===== config.mk =====
export PLATFORM = sky130hd
export DESIGN_NAME = prog_cntr_sel_ctrl_flat
export DESIGN_NICKNAME = d
export VERILOG_FILES = /design/src/rtl/prog_cntr_sel_ctrl_if.sv /design/src/rtl/prog_cntr_sel_ctrl.sv /design/src/flat_wrapper.sv
export SDC_FILE = /design/constraint.sdc
export NUM_CORES = 1
export LEC_CHECK = 0
export BUFFER_PORTS_ARGS = -buffer_cell sky130_fd_sc_hd__clkbuf_2
export CORE_MARGIN = 2
export CORE_UTILIZATION = 45
export DETAILED_ROUTE_END_ITERATION = 6
export GPL_TIMING_DRIVEN = 0
export PLACE_DENSITY = 0.85
export SYNTH_ARGS = -nofsm -noshare
export SYNTH_HDL_FRONTEND = slang
export SYNTH_SLANG_ARGS = --single-unit

===== constraint.sdc =====
create_clock -name clock -period 2.6 [get_ports clock]
set_input_delay 0.13 -clock clock [delete_from_list [all_inputs] [get_ports clock]]
set_output_delay 0.13 -clock clock [all_outputs]
set_load 0.005 [all_outputs]

===== src/rtl/prog_cntr_sel_ctrl_if.sv =====
// Purpose: request/status bundle between fetch control and the PC-select sequencer.
// Latency: none, wiring only.
// Backpressure: stall is carried as a plain level; no handshake in this bundle.
interface prog_cntr_sel_ctrl_if;
  logic        stall;
  logic        branch_taken;
  logic        ret_req;
  logic        reti_req;
  logic        int_en;
  logic        int_req;
  logic [2:0]  int_vector;
  logic [3:0]  sel_signals;
  logic        prog_cntr_load_en;
  logic        flush;
  logic        int_ack;
  logic [13:0] int_branch_addr;
  logic        in_isr;

  // Fetch/decode side: drives requests, observes the PC mux controls.
  modport master (
    output stall, branch_taken, ret_req, reti_req, int_en, int_req, int_vector,
    input  sel_signals, prog_cntr_load_en, flush, int_ack, int_branch_addr, in_isr
  );

  // Sequencer side.
  modport slave (
    input  stall, branch_taken, ret_req, reti_req, int_en, int_req, int_vector,
    output sel_signals, prog_cntr_load_en, flush, int_ack, int_branch_addr, in_isr
  );
endinterface


===== src/rtl/prog_cntr_sel_ctrl.sv =====
// Purpose: PC-load sequencer choosing next PC / branch / return / interrupt vector; optional nesting via PC_SEL_NESTED_INT_EN.
// Latency: redirects are same-cycle; interrupt vector loads DRAIN_CYCLES+1 cycles after acceptance.
// Backpressure: stall holds the PC and defers every request; it freezes the drain counter and the vector load.
module prog_cntr_sel_ctrl #(
  parameter logic [13:0] INT_VEC_BASE = 14'h0004,
  parameter int unsigned DRAIN_CYCLES = 2,
  parameter int unsigned MAX_NEST     = 4
) (
  input logic                  clock,
  input logic                  reset_n,
  prog_cntr_sel_ctrl_if.slave  pc_if
);

`ifdef PC_SEL_NESTED_INT_EN
  localparam int unsigned DW         = 3;
  localparam int unsigned NEST_LIMIT = MAX_NEST;
`else
  // Single-level build: depth is one bit, so the limit is at most one level.
  localparam int unsigned DW         = 1;
  localparam int unsigned NEST_LIMIT = (MAX_NEST > 1) ? 1 : MAX_NEST;
`endif

  localparam logic [DW-1:0] DEPTH_MAX  = DW'(NEST_LIMIT);
  localparam logic [3:0]    DRAIN_INIT = 4'(DRAIN_CYCLES);

  localparam logic [3:0] SEL_NEXT = 4'b0001;
  localparam logic [3:0] SEL_BR   = 4'b0010;
  localparam logic [3:0] SEL_INT  = 4'b0100;
  localparam logic [3:0] SEL_RET  = 4'b1000;

  typedef enum logic [1:0] {RUN, DRAIN, VECTOR} state_t;

  state_t         state_q, state_d;
  logic [3:0]     drain_cnt_q, drain_cnt_d;
  logic [DW-1:0]  depth_q, depth_d;
  logic [13:0]    int_addr_q, int_addr_d;

  logic [3:0]  sel;
  logic        load_en;
  logic        flush;
  logic        ack;
  logic        masked;
  logic        accept;
  logic [13:0] vec_addr;

  // Vector table entries are 4 bytes apart; the sum wraps within the 14-bit PC space.
  assign vec_addr = INT_VEC_BASE + {9'd0, pc_if.int_vector, 2'b00};
  assign masked   = (depth_q == DEPTH_MAX);
  assign accept   = pc_if.int_req & pc_if.int_en & ~masked;

  // Next-state and same-cycle mux control decode, priority ordered in RUN.
  always_comb begin
    state_d     = state_q;
    drain_cnt_d = drain_cnt_q;
    depth_d     = depth_q;
    int_addr_d  = int_addr_q;
    sel         = SEL_NEXT;
    load_en     = 1'b0;
    flush       = 1'b0;
    ack         = 1'b0;
    case (state_q)
      RUN: begin
        if (pc_if.stall) begin
          // Hold the PC; requests are levels and will be seen again.
          sel = SEL_NEXT;
        end else if (pc_if.reti_req) begin
          sel     = SEL_RET;
          load_en = 1'b1;
          flush   = 1'b1;
          if (depth_q != '0) depth_d = depth_q - DW'(1);
        end else if (pc_if.ret_req) begin
          sel     = SEL_RET;
          load_en = 1'b1;
          flush   = 1'b1;
        end else if (pc_if.branch_taken) begin
          sel     = SEL_BR;
          load_en = 1'b1;
          flush   = 1'b1;
        end else if (accept) begin
          ack         = 1'b1;
          flush       = 1'b1;
          int_addr_d  = vec_addr;
          drain_cnt_d = DRAIN_INIT;
          depth_d     = depth_q + DW'(1);
          state_d     = DRAIN;
        end else begin
          load_en = 1'b1;
        end
      end
      DRAIN: begin
        // Branch/return requests here belong to instructions being flushed.
        flush = 1'b1;
        if (!pc_if.stall) begin
          if (drain_cnt_q <= 4'd1) begin
            drain_cnt_d = 4'd0;
            state_d     = VECTOR;
          end else begin
            drain_cnt_d = drain_cnt_q - 4'd1;
          end
        end
      end
      VECTOR: begin
        sel   = SEL_INT;
        flush = 1'b1;
        if (!pc_if.stall) begin
          load_en = 1'b1;
          state_d = RUN;
        end
      end
      default: state_d = RUN;
    endcase
  end

  // Sequencer state, drain counter, nesting depth and latched vector address.
  always_ff @(posedge clock or negedge reset_n) begin
    if (!reset_n) begin
      state_q     <= RUN;
      drain_cnt_q <= 4'd0;
      depth_q     <= '0;
      int_addr_q  <= 14'd0;
    end else begin
      state_q     <= state_d;
      drain_cnt_q <= drain_cnt_d;
      depth_q     <= depth_d;
      int_addr_q  <= int_addr_d;
    end
  end

  // Controls are forced quiet while reset is asserted, independent of request inputs.
  assign pc_if.sel_signals       = reset_n ? sel : SEL_NEXT;
  assign pc_if.prog_cntr_load_en = load_en & reset_n;
  assign pc_if.flush             = flush & reset_n;
  assign pc_if.int_ack           = ack & reset_n;
  assign pc_if.int_branch_addr   = int_addr_q;
  assign pc_if.in_isr            = (depth_q != '0);

endmodule


===== src/flat_wrapper.sv =====
// flat-port wrapper written by rule: the top's interface ports become plain ports
module prog_cntr_sel_ctrl_flat 
#(
  parameter logic [13:0] INT_VEC_BASE = 14'h0004,
  parameter int unsigned DRAIN_CYCLES = 2,
  parameter int unsigned MAX_NEST     = 4
)
  (clock, reset_n, pc_if_stall, pc_if_branch_taken, pc_if_ret_req, pc_if_reti_req, pc_if_int_en, pc_if_int_req, pc_if_int_vector, pc_if_sel_signals, pc_if_prog_cntr_load_en, pc_if_flush, pc_if_int_ack, pc_if_int_branch_addr, pc_if_in_isr);
  prog_cntr_sel_ctrl_if pc_if_i ();
  input logic clock;
  input logic reset_n;
  input wire logic [$bits(pc_if_i.stall)-1:0] pc_if_stall;
  input wire logic [$bits(pc_if_i.branch_taken)-1:0] pc_if_branch_taken;
  input wire logic [$bits(pc_if_i.ret_req)-1:0] pc_if_ret_req;
  input wire logic [$bits(pc_if_i.reti_req)-1:0] pc_if_reti_req;
  input wire logic [$bits(pc_if_i.int_en)-1:0] pc_if_int_en;
  input wire logic [$bits(pc_if_i.int_req)-1:0] pc_if_int_req;
  input wire logic [$bits(pc_if_i.int_vector)-1:0] pc_if_int_vector;
  output wire logic [$bits(pc_if_i.sel_signals)-1:0] pc_if_sel_signals;
  output wire logic [$bits(pc_if_i.prog_cntr_load_en)-1:0] pc_if_prog_cntr_load_en;
  output wire logic [$bits(pc_if_i.flush)-1:0] pc_if_flush;
  output wire logic [$bits(pc_if_i.int_ack)-1:0] pc_if_int_ack;
  output wire logic [$bits(pc_if_i.int_branch_addr)-1:0] pc_if_int_branch_addr;
  output wire logic [$bits(pc_if_i.in_isr)-1:0] pc_if_in_isr;
  assign pc_if_i.stall = pc_if_stall;
  assign pc_if_i.branch_taken = pc_if_branch_taken;
  assign pc_if_i.ret_req = pc_if_ret_req;
  assign pc_if_i.reti_req = pc_if_reti_req;
  assign pc_if_i.int_en = pc_if_int_en;
  assign pc_if_i.int_req = pc_if_int_req;
  assign pc_if_i.int_vector = pc_if_int_vector;
  assign pc_if_sel_signals = pc_if_i.sel_signals;
  assign pc_if_prog_cntr_load_en = pc_if_i.prog_cntr_load_en;
  assign pc_if_flush = pc_if_i.flush;
  assign pc_if_int_ack = pc_if_i.int_ack;
  assign pc_if_int_branch_addr = pc_if_i.int_branch_addr;
  assign pc_if_in_isr = pc_if_i.in_isr;
  prog_cntr_sel_ctrl #(.INT_VEC_BASE(INT_VEC_BASE), .DRAIN_CYCLES(DRAIN_CYCLES), .MAX_NEST(MAX_NEST)) u_core (.clock(clock), .reset_n(reset_n), .pc_if(pc_if_i));
endmodule

### After elaboration in Yosys (flattened, before gate mapping)

Index checks and enable logic that the tools add are counted.
W data, S select, Z words.

| word-level totals | value |
|---|---|
| bits in registers | 21 |
| output and inout port bits | 22 |
| logic and storage cells | 85 |
| input bits | 11 |

| cells by class | value |
|---|---|
| order comparisons | 1 |
| bitwise operators | 10 |
| eq/ne operators | 12 |
| reductions and logical operators | 8 |
| add/sub/neg operators | 4 |
| multiplexer cells | 46 |

Operators by type and width:

| cell | number |
|---|---|
| $mux W4 | 11 |
| $mux W1 | 21 |
| $mux W2 | 9 |
| $pmux W4 S2 | 2 |
| $ne A2 B2 Y1 const B | 6 |
| $ne A2 B1 Y1 const B | 4 |
| $reduce_and A8 Y1 | 1 |
| $reduce_and A7 Y1 | 1 |
| $add A3 B5 Y6 const A | 1 |
| $pmux W2 S3 | 1 |
| $reduce_and A6 Y1 | 1 |
| $and A1 B1 Y1 | 5 |
| $not A1 Y1 | 5 |
| $reduce_and A5 Y1 | 1 |
| $le A4 B1 Y1 const B | 1 |
| $pmux W1 S2 | 2 |
| $reduce_bool A2 Y1 | 2 |
| $sub A4 B1 Y4 const B | 1 |
| $eq A2 B1 Y1 const B | 1 |
| $eq A2 B2 Y1 const B | 1 |
| $logic_not A2 Y1 | 1 |
| $reduce_or A2 Y1 | 1 |
| $add A1 B1 Y1 const B | 1 |
| $sub A1 B1 Y1 const B | 1 |

### Longest topological paths before layout

Gate-level depths: netlist of run 1.

| logic depth | value |
|---|---|
| depth in word-level cells | 9 |
| gate-level depth with buffers | 7 |
| depth with buffers taken out | 6 |

### Least setup slack after synthesis of run 1

Ideal clock, no wire load.

| timing | value |
|---|---|
| path kind | register -> register |
| start | register u_core.state_q[0] |
| end | register u_core.state_q[0] |
| arrival | 1652 ps |
| stages on the path, launching flop included | 7 |
| library setup time | 127 ps |
| path buffers | 1 |
| path slack | 821 ps |
| required time | 2473 ps |
| clock period less this slack | 1779 ps |
| cells stage by stage | dfrtp_1 > inv_1 > ha_1 > buf_2 > o31a_1 > a221o_1 > mux2_1 |

| between the ends | value |
|---|---|
| longest elaborated chain between the ends | 3 |
| elaborated cells between the ends (all ways) | 13 |
| those cells by class | 10 x eq/ne; 1 x mux; 2 x reduce/logical |

RTL lines:

| item | line | RTL |
|---|---|---|
| start, declared | prog_cntr_sel_ctrl.sv:33 | `state_t state_q, state_d;` |
| start signal, assigned | prog_cntr_sel_ctrl.sv:122 | `state_q <= state_d;` |
| $eq A2 B1 Y1, or another cell as far along | prog_cntr_sel_ctrl.sv:61 | `case (state_q)` |
| $ne A2 B1 Y1 (no line) or $ne A2 B2 Y1 (tied branches) | -- |  |
| $reduce_and A8 Y1 (no line) | -- |  |

Parallel ways exist; a longest one is shown, timed or not.
A chain may end at the register's enable or synchronous reset.

### Worst setup path in the final report of run 1

| timing | value |
|---|---|
| start | register u_core.state_q[0] |
| end | output pc_if_flush |

| between the ends | value |
|---|---|
| longest elaborated chain between the ends | 4 |
| elaborated cells between the ends (all ways) | 6 |
| those cells by class | 2 x eq/ne; 1 x mux; 1 x bitwise; 2 x reduce/logical |

RTL lines:

| item | line | RTL |
|---|---|---|
| $eq A2 B1 Y1 or $eq A2 B2 Y1 (tied branches) | prog_cntr_sel_ctrl.sv:61 |  |
| $reduce_or A2 Y1 (no line) | -- |  |
| $pmux W1 S2 (*) | prog_cntr_sel_ctrl.sv:61 |  |
| $and A1 B1 Y1 (*) | prog_cntr_sel_ctrl.sv:132 | `assign pc_if.flush = flush & reset_n;` |
| end, declared | flat_wrapper.sv:21 | `output wire logic [$bits(pc_if_i.flush)-1:0] pc_if_flush;` |

Mark *: on every way between the ends. The rest lies on a longest branch, timed or not.

==> results of run 1 <==
==> cell families (layout without fill, tap and decap cells) <==
group                    count (synthesis)  count (layout)  synth area share (%)
buffers and inverters                   17              44                  11.7
AND/OR/NAND/NOR                         32              32                  21.8
adder cells (fa/ha/maj)                  9               9                  12.8
flip-flops                              11              11                  31.3
XOR/XNOR                                 1               1                 0.997
multiplexers                             3               3                  3.85
other                                    1              10                 0.427
AO/OA/AOI/OAI                           23              23                  17.1
==> layout make-up <==
class	instances	area share, %
Inverter	6	2.07
Timing Repair Buffer	23	11.0
Sequential cell	11	25.3
Tap cell	25	2.87
Multi-Input combinational cell	78	49.0
Buffer	11	7.35
Clock buffer	4	2.41
==> report_power, final <==
group	switching, W	internal (W)
Clock	0.0000624	0.0000592
Combinational	0.000270	0.000234
Sequential	0.0000677	0.000235
==> registers in the layout, indices dropped and copies added (netlist names) <==
name / cells
u_core.drain_cnt_q: 4
u_core.pc_if.int_branch_addr: 4
u_core.state_q: 2
u_core.pc_if.in_isr: 1
==> cells in the final DEF, fill, tap and decap left out, drive strengths merged, types with 2 or more instances in the layout <==
| master | n |
|---|---|
| clkbuf | 26 |
| nor2b | 2 |
| nand3 | 2 |
| nor3b | 3 |
| a21o | 2 |
| nand2 | 11 |
| o21ai | 6 |
| a21oi | 4 |
| conb | 10 |
| nor3 | 2 |
| and2 | 2 |
| inv | 6 |
| o31ai | 4 |
| buf | 11 |
| o31a | 2 |
| nor2 | 5 |
| ha | 9 |
| dfrtp | 11 |
| a31oi | 2 |
| mux2 | 3 |
==> layer usage <==
layer / wire [um] / GRT usage, % / vias to the layer above / part of all wire (%)
li1: - / - / 394 / -
met1: 747 / 20.4 / 365 / 41
met2: 966 / 34.7 / 32 / 53
met3: 111 / 2.22 / 2 / 6.1
met4: 5 / 5.41 / 0 / 0.27
met5: 0 / 0 / - / 0
==> metrics by stage <==
step / cell area [um^2] / hold WS, ns / utilization [%]
floorplan: 912 / -0.166 / -
global placement: 1050 / 0.0480 / 59.1
detailed placement: 1050 / 0.0530 / 59.1
CTS: 1090 / 0.0932 / 61.1
global route: 1090 / 0.0910 / 61.1
finish: 1090 / 0.0935 / 61.1
==> worst reg2reg max path: cells and delay by family (launching register included) <==
family                   cells  cell delay (ns)
AND/OR/NAND/NOR              2             0.60
flip-flops                   1             0.42
multiplexers                 1             0.33
buffers and inverters        2             0.31
adder cells (fa/ha/maj)      1             0.17
==> timing repair <==
action,CTS,global route
endpoints found under the hold margin,11,0
buffers inserted,0,0
hold buffers,1,0
==> worst paths after layout <==
kind,end,slack [ns],cells past startpoint
hold reg to reg,u_core.pc_if.int_branch_addr[5]$_DFFE_PN0P_,0.50,2
setup reg to reg,u_core.pc_if.int_branch_addr[3]$_DFFE_PN0P_,0.67,6
setup / recovery,pc_if_flush,0.53,7
max in group asynchronous,u_core.drain_cnt_q[3]$_DFFE_PN0P_,2.03,2
hold / removal,u_core.pc_if.int_branch_addr[2]$_DFFE_PN0P_,0.09,2
min in group asynchronous,u_core.pc_if.in_isr$_DFFE_PN0P_,0.30,2
==> synth_stat cells (all sizes together) <==
master  instances
nor3            2
nand2b          1
o22ai           1
nand3b          1
inv             6
a221oi          1
and2            2
xnor2           1
o31ai           4
buf            11
ha              9
a21o            2
a221o           1
dfrtp          11
or4             1
nor3b           3
nand2          11
and4bb          1
nor2b           2
or2             1
nor2            5
conb            1
o21ai           6
o31a            2
a31oi           2
nand3           2
a21oi           4
mux2            3
==> run metrics, run 1 <==
Worst Path Required=around 2.5 ns; H-tree Lvls=1; Crit Reg-Reg Startpoint=u_core.state_q[0]$_DFFE_PN0P_; Yosys top cell by area=dfrtp_1; Worst Setup Slack post-DPL=around 0.67 ns; Clock transition at path regs=~0.080 ns; Hold Crit Class=in2reg; Post-CTS Resized=0; Die Area=0.00232 mm^2; ranking of synthesized cells by area=dfrtp_1 31%, ha_1 13%, buf_4 8.5%; Netlist Area Pre-Place=a little under 900 um^2; vias in the first global route=roughly 710; Final Skew=around 0.0017 ns; via total after detailed routing=a little under 800; area of the multi-input gates=534 um^2; dpl hpwl=roughly 1.4 mm; Via density=roughly 5; final setup fails=0; Iter 0 DRT Violations=12; fin cells=between 150 and 200; sequential share of the synthesized area=a little under a third; CTS max path bufs=2; register area=roughly 280 um^2; leak pwr=a little under 0.6 nW; CP bufs+invs=3; Slew Viols, Final=0; type of origin of the critical path=register; cells along the critical path=inv_1 -> ha_1 -> buf_2 -> nor2b_1 -> a21oi_1 -> nor3b_1 -> clkbuf_2; synth unique cells=32; hold wc startpoint=pc_if_int_vector[0]; placed insts=about 150; P&R area growth vs syn=24.1%; register bit total from synthesis=11; nets@finish=between 150 and 200; total gr overflow=0; number of max-cap violations=0; Chip Width=48.2 um; Worst VDD drop=0.421 mV; Power Density=approximately 850 mW/mm^2; Root Buffer=clkbuf_4; Syn Inst Count=97; Crit. End Element=output port; Max stage delay on crit path=0.42 ns; Num CTS Buffers=3; CP Data Arrival Time=between 1.5 and 2 ns; final RePlAce weighted congestion=approximately 0.77; num ports=33; setup TNS=0 ns; Synth top area share=between 30% and 40%; CP max FO=9; # DRC=0; Skew-Pair Late Insertion Delay=roughly 0.26 ns; CTS tree=done; remaining antenna violation count after routing=0; Core ar.=about 0.0018 mm^2; pin count of the biggest net entering global routing=17; launch point of the worst path=u_core.state_q[0]$_DFFE_PN0P_; Ys Warns=0; fmax=between 400 and 500 MHz; critical path start-end classification=reg2out; Max stage delay cell, worst path=dfrtp_1; initial core utilization=49.3%; Mapped Avg Cell Area=9.06 um^2; first-pass GRT wire length=2.95 mm; all-layer global routing usage=about 18%; final worst-path setup slack=0.531 ns; post-DR wirelength/cell=~12 um; site row count=15; status=complete, no violations; Die H=between 40 and 50 um; drt first pass iters=4; diode count=0; final wirelength=roughly 1.8 mm; total clock sinks=11; number of fill cells=~160; final hold viol count=0; Tmin final=2.07 ns; layout cells sized above 1=just over 30%; initial antenna violation count=0; IO buf count=22; CP delay by family, top=simple AND/OR/NAND/NOR gates; total power=a little over 0.0009 W; RSZ-0062 raised after global routing=no; Final Cycle Share=just under 80%
Power figures use the tool's default switching activity.
==> inputs of run 2 (changes only) <==
Settings changed: CORE_UTILIZATION 45 to 43.
Clock period 2.6 ns to 1.7 ns, I/O delays scaled along.
==> run metrics, run 2 (same netlist as run 1, synthesis figures left out) <==
status=finished, violations left; failing checks=setup timing; number of max-cap violations=0 (unchanged); Final Cycle Share=104%; final hold viol count=0 (unchanged); fin cells=172 (+8.9%); Iter 0 DRT Violations=11 (-1); Crit. End Element=output port; Worst VDD drop=0.796 mV (+89%); Clock transition at path regs=0.08 ns (about the same); nets@finish=166 (+7.8%); Flop pwr share=24.1% (-8.6 points); Final Util=67.7% (+6.6 points); initial core utilization=45.2% (-4.0 points); Num CTS Buffers=3 (unchanged); final worst-path setup slack=-0.0635 ns (-0.594 ns); total clock sinks=11 (unchanged); diode count=0 (unchanged); post-DR wirelength/cell=14.3 um (+24%); pin count of the biggest net entering global routing=17 (unchanged); CP max FO=8 (-1); launch point of the worst path=u_core.state_q[0]$_DFFE_PN0P_; total gr overflow=0 (unchanged); Gate power share=66.6% (+12 points); setup TNS=-0.189 ns (-0.189 ns); Chip Width=49.2 um (+2.1%); Power Density=1530 mW/mm^2 (+79%); Core ar.=0.00194 mm^2 (+8.9%); initial antenna violation count=0 (unchanged); drt first pass iters=4 (unchanged); IO buf count=22 (unchanged); vias in the first global route=786 (+10%); Root Buffer=clkbuf_4; P_int=0.00118 W (+120%); hold wc startpoint=pc_if_int_vector[0]; fmax=567 MHz; CTS tree=done; num ports=33 (unchanged); type of origin of the critical path=register; Die H=49.2 um (+2.1%); Via density=5.07 (+1.0%); most frequent cells in the layout=22 x buf_4, 21 x clkbuf_2, 10 x nand2_1, 10 x conb_1, 9 x dfrtp_1; all-layer global routing usage=19.3% (+1.3 points); final setup fails=5 (+5); final RePlAce weighted congestion=0.778 (+1.5%); Tmin final=1.76 ns; Crit Reg-Reg Startpoint=u_core.state_q[0]$_DFFE_PN0P_; P&R area growth vs syn=49.7%; Hold Crit Class=in2reg; via total after detailed routing=872 (+10%); first-pass GRT wire length=3.54 mm (+20%); dpl hpwl=1.48 mm (+5.7%); most common cell after layout, fill and taps aside=buf_4; worst reg-to-reg path cell count=5 (-1); CTS max path bufs=2 (unchanged); layout cells sized above 1=51.7% (+21 points); Slew Viols, Final=0 (unchanged); critical path start-end classification=reg2out; Worst Setup Slack post-DPL=-0.170 ns (-0.844 ns); H-tree Lvls=1 (unchanged); # DRC=0 (unchanged); CP Data Arrival Time=1.68 ns (-0.26 ns); site row count=16 (+1); switching part of the total=41.0% (-2.0 points); Net Sw Power=0.000823 W (+110%); Hold Path Stages=2 (unchanged); leak pwr=0.658 nW (+14%); RSZ-0062 raised after global routing=yes; Skew-Pair Late Insertion Delay=0.27 ns (about the same); Design Area, Final=0.00132 mm^2 (+21%); placed insts=155 (+1.3%); Die Area=0.00242 mm^2 (+4.3%); Final Skew=0.00448 ns (+0.00279 ns); final wirelength=2.46 mm (+35%); Worst Path Required=1.62 ns (-0.85 ns); clock group share of total power=9.3% (-3.8 points); placed cell areas=0.00109 mm^2 (+3.1%); remaining antenna violation count after routing=0 (unchanged)
run 2: cell types whose count changed in the layout (fill, tap and decap cells not counted), sizes merged:
cell    delta
buf       +13
clkbuf     -1
run 2: routing by layer:
metal	part of all wire (%)	GRT usage [%]	vias up	routed length (um)
met2	54	36.0	25	1330
met4	2.8	11.4	0	70
li1	-	-	418	-
met3	2.9	0.920	6	71
met5	0	0	-	0
met1	40	21.4	423	993
run 2: area by class of cell:
class | count | area (um^2)
Inverter | 6 | 27.5
Tap cell | 27 | 33.8
Multi-Input combinational cell | 78 | 653
Fill cell | 146 | 627
Timing Repair Buffer | 36 | 221
Clock buffer | 4 | 26.3
Sequential cell | 11 | 278
Buffer | 10 | 75.1
run 2: timing repair:
item                                   CTS  global route
endpoints found under the hold margin   11             0
gates resized for setup                 12            15
hold buffers                             1             0
pin swaps                                3             5
setup endpoints to repair               10             8
setup buffers                            8             5
run 2: per-stage QoR:
stage	power (W)	hold slack (ns)
finish	0.00201	0.0321
global route	0.00214	0.0251
CTS	0.00175	0.0402
detailed placement	0.00135	0.00310
global placement	0.00128	-0.00374
floorplan	0.00110	-0.211
run 2: critical path: stages, from the launching register on:
cell and delay (ns):
dfrtp_2 0.46, inv_4 0.11, ha_4 0.19, nor2b_4 0.19, a21oi_1 0.09, nor3b_2 0.20
buf_2 0.15
run 2: worst paths after layout:
kind	end	slack, ns
worst max-delay path	pc_if_flush	-0.06
worst min-delay path	u_core.pc_if.int_branch_addr[2]$_DFFE_PN0P_	0.03
worst max register to register	u_core.state_q[0]$_DFFE_PN0P_	-0.05
worst min register to register	u_core.pc_if.int_branch_addr[5]$_DFFE_PN0P_	0.48
max in group asynchronous	u_core.state_q[0]$_DFFE_PN0P_	1.16
min in group asynchronous	u_core.pc_if.in_isr$_DFFE_PN0P_	0.26
run 2: power groups by stage:
stage,registers [W],clock network (W),logic (W)
floorplan,0.000445,0,0.000655
global placement,0.000458,0,0.000819
global route,0.000499,0.000205,0.00144
detailed placement,0.000473,0,0.000875
finish,0.000485,0.000186,0.00134
CTS,0.000458,0.000182,0.00111
